## src/rtl/uart_io_regs.sv

```systemverilog
// uart_io_regs: memory-mapped UART register block.
// Sits between the CPU IO port and the uart core's stream interfaces. TX and RX
// bytes are buffered in FIFOs, overflow errors are held in sticky flags, and a
// level interrupt is raised for RX data available and/or TX fully drained.
module uart_io_regs #(
    parameter int TX_DEPTH = 16,
    parameter int RX_DEPTH = 16
) (
    input  logic        clk_i,
    input  logic        rst_ni,
    input  logic        io_read_valid_i,
    input  logic        io_write_valid_i,
    input  logic [11:0] io_addr_i,
    input  logic [31:0] io_wdata_i,
    output logic [31:0] io_rdata_o,
    output logic [7:0]  tx_data_o,
    output logic        tx_valid_o,
    input  logic        tx_busy_i,
    input  logic [7:0]  rx_data_i,
    input  logic        rx_valid_i,
    output logic        rx_ready_o,
    output logic        irq_o
);

    localparam int TX_PW = $clog2(TX_DEPTH);
    localparam int TX_LW = TX_PW + 1;
    localparam int RX_PW = $clog2(RX_DEPTH);
    localparam int RX_LW = RX_PW + 1;

    localparam logic [9:0] WORD_DATA   = 10'h000;
    localparam logic [9:0] WORD_RXDATA = 10'h002;
    localparam logic [9:0] WORD_CTRL   = 10'h003;

    typedef enum logic [1:0] {
        TX_IDLE,
        TX_SEND,
        TX_GUARD
    } tx_state_e;

    // Storage and state
    logic [7:0]       tx_mem [TX_DEPTH];
    logic [7:0]       rx_mem [RX_DEPTH];
    logic [TX_PW-1:0] tx_wr_ptr_q, tx_wr_ptr_d, tx_rd_ptr_q, tx_rd_ptr_d;
    logic [RX_PW-1:0] rx_wr_ptr_q, rx_wr_ptr_d, rx_rd_ptr_q, rx_rd_ptr_d;
    logic [TX_LW-1:0] tx_level_q, tx_level_d;
    logic [RX_LW-1:0] rx_level_q, rx_level_d;
    tx_state_e        tx_state_q, tx_state_d;
    logic             rx_ie_q, rx_ie_d, tx_ie_q, tx_ie_d;
    logic             rx_ovf_q, rx_ovf_d, tx_ovf_q, tx_ovf_d;
    logic [31:0]      rdata_q, rdata_d;
    logic             irq_q, irq_d;

    // Decoded strobes and derived status
    logic [9:0]  word_addr;
    logic        wr_txdata, wr_ctrl, rd_status, rd_rxdata, flush;
    logic        tx_full, tx_empty, tx_push, tx_pop, tx_idle;
    logic        rx_full, rx_empty, rx_push, rx_pop;
    logic [31:0] status_word, rxdata_word;
    logic        unused_ok;

    assign unused_ok  = ^{io_addr_i[1:0], io_wdata_i[31:8]};
    assign rx_ready_o = rx_valid_i;
    assign io_rdata_o = rdata_q;
    assign irq_o      = irq_q;

    // Address decode and FIFO handshakes; full is judged before any same-cycle pop
    // for TX, while an RXDATA pop frees a slot for a same-cycle RX push.
    always_comb begin
        word_addr = io_addr_i[11:2];
        wr_txdata = io_write_valid_i && (word_addr == WORD_DATA);
        wr_ctrl   = io_write_valid_i && (word_addr == WORD_CTRL);
        rd_status = io_read_valid_i && (word_addr == WORD_DATA);
        rd_rxdata = io_read_valid_i && (word_addr == WORD_RXDATA);
        flush     = wr_ctrl && io_wdata_i[2];

        tx_full   = (tx_level_q == TX_LW'(TX_DEPTH));
        tx_empty  = (tx_level_q == '0);
        tx_push   = wr_txdata && !tx_full;
        tx_pop    = (tx_state_q == TX_SEND) && !tx_empty;
        tx_idle   = tx_empty && (tx_state_q == TX_IDLE) && !tx_busy_i;

        rx_full   = (rx_level_q == RX_LW'(RX_DEPTH));
        rx_empty  = (rx_level_q == '0);
        rx_pop    = rd_rxdata && !rx_empty;
        rx_push   = rx_valid_i && (!rx_full || rx_pop);

        status_word = {8'h00, 8'(rx_level_q), 8'(tx_level_q), 3'b000,
                       tx_ovf_q, rx_ovf_q, tx_idle, !rx_empty, tx_full};
        rxdata_word = rx_empty ? 32'h0 : {23'h0, 1'b1, rx_mem[rx_rd_ptr_q]};
    end

    // FIFO pointer and level bookkeeping; flush wins over any same-cycle push/pop.
    always_comb begin
        tx_wr_ptr_d = tx_wr_ptr_q;
        tx_rd_ptr_d = tx_rd_ptr_q;
        tx_level_d  = tx_level_q;
        rx_wr_ptr_d = rx_wr_ptr_q;
        rx_rd_ptr_d = rx_rd_ptr_q;
        rx_level_d  = rx_level_q;
        if (tx_push) tx_wr_ptr_d = tx_wr_ptr_q + TX_PW'(1);
        if (tx_pop)  tx_rd_ptr_d = tx_rd_ptr_q + TX_PW'(1);
        if (tx_push && !tx_pop) tx_level_d = tx_level_q + TX_LW'(1);
        if (!tx_push && tx_pop) tx_level_d = tx_level_q - TX_LW'(1);
        if (rx_push) rx_wr_ptr_d = rx_wr_ptr_q + RX_PW'(1);
        if (rx_pop)  rx_rd_ptr_d = rx_rd_ptr_q + RX_PW'(1);
        if (rx_push && !rx_pop) rx_level_d = rx_level_q + RX_LW'(1);
        if (!rx_push && rx_pop) rx_level_d = rx_level_q - RX_LW'(1);
        if (flush) begin
            tx_wr_ptr_d = '0;
            tx_rd_ptr_d = '0;
            tx_level_d  = '0;
            rx_wr_ptr_d = '0;
            rx_rd_ptr_d = '0;
            rx_level_d  = '0;
        end
    end

    // TX drain sequencer next state: start only when idle with data and the uart free,
    // then a one-cycle guard so the uart has time to raise its busy flag.
    always_comb begin
        tx_state_d = tx_state_q;
        tx_valid_o = 1'b0;
        tx_data_o  = 8'h00;
        case (tx_state_q)
            TX_IDLE: begin
                if (!tx_empty && !tx_busy_i) tx_state_d = TX_SEND;
            end
            TX_SEND: begin
                tx_valid_o = 1'b1;
                tx_data_o  = tx_mem[tx_rd_ptr_q];
                tx_state_d = TX_GUARD;
            end
            TX_GUARD: begin
                tx_state_d = TX_IDLE;
            end
            default: begin
                tx_state_d = TX_IDLE;
            end
        endcase
    end

    // Register file, sticky flags, read-data capture and interrupt next values.
    always_comb begin
        rdata_d  = rdata_q;
        rx_ie_d  = rx_ie_q;
        tx_ie_d  = tx_ie_q;
        rx_ovf_d = rx_ovf_q;
        tx_ovf_d = tx_ovf_q;
        if (io_read_valid_i) begin
            case (word_addr)
                WORD_DATA:   rdata_d = status_word;
                WORD_RXDATA: rdata_d = rxdata_word;
                WORD_CTRL:   rdata_d = {30'h0, tx_ie_q, rx_ie_q};
                default:     rdata_d = 32'h0;
            endcase
        end
        if (rd_status) begin
            rx_ovf_d = 1'b0;
            tx_ovf_d = 1'b0;
        end
        if (rx_valid_i && rx_full && !rx_pop) rx_ovf_d = 1'b1;
        if (wr_txdata && tx_full) tx_ovf_d = 1'b1;
        if (wr_ctrl) begin
            rx_ie_d = io_wdata_i[0];
            tx_ie_d = io_wdata_i[1];
        end
        irq_d = (rx_ie_q && !rx_empty) || (tx_ie_q && tx_idle);
    end

    // FIFO data arrays carry no reset; only the pointers define their contents.
    always_ff @(posedge clk_i) begin
        if (tx_push) tx_mem[tx_wr_ptr_q] <= io_wdata_i[7:0];
        if (rx_push) rx_mem[rx_wr_ptr_q] <= rx_data_i;
    end

    // State register for pointers, levels, sequencer, control and outputs.
    always_ff @(posedge clk_i or negedge rst_ni) begin
        if (!rst_ni) begin
            tx_wr_ptr_q <= '0;
            tx_rd_ptr_q <= '0;
            tx_level_q  <= '0;
            rx_wr_ptr_q <= '0;
            rx_rd_ptr_q <= '0;
            rx_level_q  <= '0;
            tx_state_q  <= TX_IDLE;
            rx_ie_q     <= 1'b0;
            tx_ie_q     <= 1'b0;
            rx_ovf_q    <= 1'b0;
            tx_ovf_q    <= 1'b0;
            rdata_q     <= 32'h0;
            irq_q       <= 1'b0;
        end else begin
            tx_wr_ptr_q <= tx_wr_ptr_d;
            tx_rd_ptr_q <= tx_rd_ptr_d;
            tx_level_q  <= tx_level_d;
            rx_wr_ptr_q <= rx_wr_ptr_d;
            rx_rd_ptr_q <= rx_rd_ptr_d;
            rx_level_q  <= rx_level_d;
            tx_state_q  <= tx_state_d;
            rx_ie_q     <= rx_ie_d;
            tx_ie_q     <= tx_ie_d;
            rx_ovf_q    <= rx_ovf_d;
            tx_ovf_q    <= tx_ovf_d;
            rdata_q     <= rdata_d;
            irq_q       <= irq_d;
        end
    end

endmodule

```

## config.mk

```make
export PLATFORM = sky130hd
export DESIGN_NAME = uart_io_regs
export DESIGN_NICKNAME = d
export VERILOG_FILES = /design/src/rtl/uart_io_regs.sv
export SDC_FILE = /design/constraint.sdc
export NUM_CORES = 1
export LEC_CHECK = 0
export ABC_AREA = 0
export CAP_MARGIN = 5
export CORE_MARGIN = 1.5
export CORE_UTILIZATION = 31
export CTS_CLUSTER_DIAMETER = 150
export DETAILED_ROUTE_END_ITERATION = 8
export PLACE_DENSITY = 0.58
export SYNTH_ARGS = -nofsm -noshare
export SYNTH_HDL_FRONTEND = slang
export SYNTH_SLANG_ARGS = --single-unit
```

## constraint.sdc

```tcl
create_clock -name clk_i -period 2.4 [get_ports clk_i]
set_input_delay 0.48 -clock clk_i [delete_from_list [all_inputs] [get_ports clk_i]]
set_output_delay 0.48 -clock clk_i [all_outputs]
set_load 0.01 [all_outputs]
```

# Word level (Yosys, flattened, before mapping)
# Memories as Yosys holds them, arrays and structs flattened.
# Cells that the tools add are included.
# totals
ff_bits	65
latch_bits	0
mem_bits_rw	256
mem_bits_ro	0
mem_count	2
# op_classes
n_addsub	8
n_mul	0
n_div	0
magnitude_cmp	0
n_eq_ne	6
shift	0
mux	27
bitwise	0
n_reduce_logical	44
# mem_list
name	words	width	read_ports	rd_ports_with_merged_regs	write_ports	line	text
rx_mem	16	8	1	0	1	42	logic [7:0] rx_mem [RX_DEPTH];
tx_mem	16	8	1	0	1	41	logic [7:0] tx_mem [TX_DEPTH];
# op_table
op	n
$pmux 21 s3	1
$mux 4	8
$mux 5	6
$logic_and 1x1->1	21
$eq 10x2->1 const B	2
$add 4x1->4 const B	4
$reduce_bool 2->1	6
$add 5x1->5 const B	2
$eq 5x5->1 const B	2
$logic_not 10->1	1
$logic_not 5->1	2
$sub 5x1->5 const B	2
$logic_not 1->1	9
$mux 9	1
$mux 1	8
$mux 8	1
$reduce_bool 3->1	2
$pmux 2 s2	1
$eq 2x1->1 const B	1
$logic_not 2->1	1
$logic_or 1x1->1	2
$mux 2	1
$ne 2x1->1 const B	1

# Logic depth before layout (Yosys ltp)
# logic_depth
word_depth	9
depth_mapped	11
depth_no_buf	10

# Worst setup path after synthesis
# Ideal clock, no wire load.
# synth_path
path_kind	input port to flip-flop
from	input port io_addr_i[9]
to	memory tx_mem[0][0], enable pin
setup_ns	0.395
arrival_ns	2.277
required_ns	2.005
setup_slack_ns	-0.272
stages	5
n_path_buf	1
cell_sequence	nor4_2 > and4_1 > clkbuf_1 > nand2_1 > nor4_1
# synth_via
elab_chain_cells	5
# synth_rtl
element	line	text
start, declared	13	input logic [11:0] io_addr_i,
$logic_not 10->1	70	wr_txdata = io_write_valid_i && (word_addr == WORD_DATA);
$logic_and 1x1->1	70	
$logic_and 1x1->1	78	tx_push = wr_txdata && !tx_full;
$mux 1	172	if (tx_push) tx_mem[tx_wr_ptr_q] <= io_wdata_i[7:0];
$mux 1 (not written as such)	172	
end, declared	41	
# No other way between the ends.

# Worst setup path in the final report
# layout_path
from	register tx_rd_ptr_q[0]
to	output port tx_data_o[1]
# layout_via
elab_chain_cells	2
# layout_rtl
element	line	text
start, declared	43	logic [TX_PW-1:0] tx_wr_ptr_q, tx_wr_ptr_d, tx_rd_ptr_q, tx_rd_ptr_d;
start signal, assigned	194	tx_rd_ptr_q <= tx_rd_ptr_d;
$mem_v2 16x8	n/a	
$mux 8	124	case (tx_state_q)
end, declared	16	output logic [7:0] tx_data_o,
# No other way between the ends.

==> Implementation_results.wiki <==
{| class="wikitable"
! Metric !! Value
|-
| Clock sink count || between 300 and 400
|-
| Leftover overflow at the end of global routing || 0
|-
| Std-Cell Rows || 74
|-
| Highest-delay cell along the critical path || mux4_2
|-
| Overall routing resource usage || 0.131
|-
| Number of remaining DRC errors || 0
|-
| Die outline area || 43100 um^2
|-
| Total negative slack for setup checks || -4840 ps
|-
| Ratio of cells with drive above 1 in the final layout || 0.335
|-
| Instance count of the mapped netlist || between 700 and 800
|-
| Number of H-tree branching levels || 2
|-
| Buf+Inv Stages, Crit Path || 3
|-
| Half-perimeter wire length after detailed placement || approximately 19000 um
|-
| First-pass GRT wire length || between 40000 and 50000 um
|-
| Final non-filler cell area || 16600 um^2
|-
| Fillers || between 3000 and 4000
|-
| Antenna Cells || 0
|-
| Core outline area || roughly 41000 um^2
|-
| Fin util || 0.404
|-
| Critical R2R Capture || rx_level_q[4]
|-
| Final instance count without filler cells || 1487
|-
| Share of flip-flops with an asynchronous set or reset after synthesis || 0.166
|-
| Final Wtd Congestion || between 0.8 and 0.9
|-
| Final-report max-slew violation count || 0
|-
| CTS tree || built
|-
| Initial core utilization || 0.316
|-
| Worst R2R Setup Slack || ~120 ps
|-
| Hold buffer count at CTS || 0
|-
| Post-DP Area || roughly 15000 um^2
|-
| Height of the die || 208 um
|-
| Port-buffer cells || 60
|-
| Count of flip-flops with a built-in enable after synthesis || roughly 260
|-
| Post-synthesis instance area || between 10000 and 15000 um^2
|-
| DR pass1 iterations || 5
|-
| Sum of routed wire length over all layers || roughly 28000 um
|-
| Area added between synthesis and finish || 27.7%
|-
| Endpoint kind of the worst setup timing path || output port
|-
| Leakage power || between 5 and 6 nW
|-
| Total area of multi-input combinational cells || 3870 um^2
|-
| RSZ-0062 raised after global routing || true
|-
| Storage element area || about 9000 um^2
|-
| Run status || complete, but fails checks
|-
| Worst Path Max Fanout || 6
|-
| Areal power density over the cells || between 900 and 1000 nW/um^2
|-
| Max-slew headroom || 0.531
|-
| Post-route antenna net violation count || 0
|-
| Count of endpoints failing hold in the final timing report || 0
|-
| Worst setup path class || register to output port
|-
| Total number of nets in the final design || 1000
|-
| Minimum setup slack after placement || -590 ps
|-
| Routed wirelength normalized by instance count || approximately 19 um
|-
| Initial DRC count || between 400 and 500
|-
| Vias in the first global route || around 7400
|-
| Worst-Skew Late Latency || about 550 ps
|-
| Clk_skew || 35.4 ps
|-
| Post-synthesis sequential area ratio || 0.691
|-
| Horizontal die dimension || about 210 um
|-
| Reported max-cap violation count || 0
|-
| Cell variety after synth || between 60 and 70
|-
| Largest net degree at the start of global routing || 52
|-
| Root Buffer || clkbuf_16
|-
| Critical-path cell list || buf_12 > buf_8 > mux4_2 > mux4_2 > and2_4 > buf_6
|-
| Number of setup violations in the final report || 8
|-
| Post-synthesis register bit count || a little over 300
|-
| Max Clk Rate || roughly 0.33 GHz
|-
| Buffers from clock root to sink, at most || 3
|-
| Count of warnings emitted by yosys || 0
|-
| CTS clk-pin slew, worst paths || around 60 ps
|-
| TritonCTS buffer count || 35
|-
| Final period util || 1.26
|-
| IO Count || 101
|-
| Antenna violations before repair || 0
|-
| Worst hold path class || input pin to asynchronous set/reset pin
|-
| Overall Power || approximately 16 mW
|-
| Peak supply drop || roughly 0.00062 V
|-
| Required time of the critical path || approximately 1900 ps
|-
| Crit path time final || 3020 ps
|-
| Cell repeated most along the worst path || mux4_2
|-
| Cell count after placement || around 1400
|-
| Final setup margin || -623 ps
|-
| Worst path max stage delay || between 500 and 600 ps
|-
| Detailed-route via count || 7077
|-
| Synth Area per Inst || roughly 17 um^2
|-
| Worst Tran Pin Value || approximately 700 ps
|-
| Length in cells of the worst reg-to-reg path || 8
|-
| Critical path data arrival time || 2540 ps
|-
| Kind of cell adding the most delay to the critical path || multiplexers
|-
| DR vias/cell || approximately 4.8
|-
| Worst hold margin || about 65 ps
|-
| Critical path launch point type || register
|-
| Launch instance of the worst register-to-register path || rx_level_q[0]
|-
| Failing checks || setup timing
|-
| Dominant register cell in the synthesized netlist || edfxtp_1
|}
[layout make-up]
type                            instances  share of cell area
Clock inverter                         22              0.0193
Clock buffer                           42              0.0544
Sequential cell                       307               0.541
Multi-Input combinational cell        380               0.234
Timing Repair Buffer                  173               0.104
Inverter                               31             0.00725
Tap cell                              532              0.0402
[metal layers]
layer  global-route usage  share of wire
met2                0.218           0.50
met1                0.175           0.44
met5                    0              0
met4               0.0380          0.018
met3               0.0257          0.039
[sequential cells by signal, summed over array words and instances (netlist names)]
signal       cells
tx_rd_ptr_q      4
rx_ovf_q         1
rx_level_q       5
irq_o            1
rx_mem         128
rx_wr_ptr_q      4
tx_ovf_q         1
tx_level_q       5
io_rdata_o      18
tx_mem         128
tx_state_q       2
rx_ie_q          1
rx_rd_ptr_q      4
tx_ie_q          1
tx_wr_ptr_q      4
[power by group]
group          internal, mW  leakage [nW]  switching (mW)  total [mW]
Clock                  3.39         0.579            2.20        5.58
Sequential             6.17          2.96           0.285        6.45
Combinational          1.92          2.22            1.64        3.56
Total                  11.5          5.75            4.12        15.6
[Yosys cell counts (5+ instances only)]
cell	number	area, um^2
o21a_1	5	37.5
and3_1	9	56.3
mux2i_1	7	70.1
xnor2_1	5	43.8
inv_1	31	116
and2_1	25	156
a21oi_1	11	55.1
xor2_1	8	70.1
clkbuf_1	22	82.6
buf_1	6	22.5
nand2_1	26	97.6
nor2b_1	5	31.3
mux4_2	72	1620
nor2_1	32	120
edfxtp_1	256	7690
nor3_1	20	100
nand4_1	8	50.1
a31oi_1	6	37.5
nand3_1	26	130
and4_1	5	43.8
a22oi_1	6	45.0
ha_1	14	175
o21ai_0	14	70.1
buf_2	14	70.1
buf_4	15	113
dfrtp_1	51	1280
[repair_timing]
action | CTS | global route
pin swaps | 8 | 7
endpoints found under the setup margin | 11 | 197
cloned | 1 | 0
buffers inserted | 10 | 2
resized for setup | 61 | 36
[worst max path at each step]
stage,cells past startpoint,from,endpoint
after floorplan,5,io_addr_i[9],tx_mem[0][0]
after global placement,12,io_addr_i[7],tx_level_q[4]
after detailed placement,12,io_addr_i[7],tx_level_q[4]
after CTS,6,tx_rd_ptr_q[0],tx_data_o[5]
after global routing,6,tx_rd_ptr_q[0],tx_data_o[2]
final,6,tx_rd_ptr_q[0],tx_data_o[1]
[layout by cell type (no fill, tap or decap), types with 6 or more instances in the layout]
master,netlist,final
a21oi_1,11,11
and2_1,25,10
mux2i_1,7,7
o21ai_0,14,13
mux4_2,72,72
buf_12,0,19
buf_4,15,86
clkdlybuf4s50_1,0,47
and2_2,0,8
xor2_1,8,8
bufinv_16,0,6
ha_1,14,11
nand3_1,26,26
conb_1,1,14
clkbuf_1,22,7
nand2_1,26,26
clkbuf_16,0,35
nor2_1,32,31
a22oi_1,6,6
and3_1,9,9
and2_4,0,7
nand4_1,8,8
edfxtp_1,256,256
nor3_1,20,13
dfrtp_1,51,49
nor3_2,1,6
buf_6,2,13
inv_1,31,29
[logic make-up (layout without fill, tap and decap cells)]
family | count (synthesis) | count (layout) | share of synthesized area
xor+xnor | 13 | 13 | 0.00878
flops | 307 | 307 | 0.691
compound gates | 69 | 69 | 0.0368
other cells | 1 | 14 | 0.000289
mux | 83 | 83 | 0.135
buf+inv | 90 | 268 | 0.0329
fa+ha+maj | 14 | 14 | 0.0135
simple gates | 187 | 187 | 0.0821
Power figures use the tool's default switching activity.
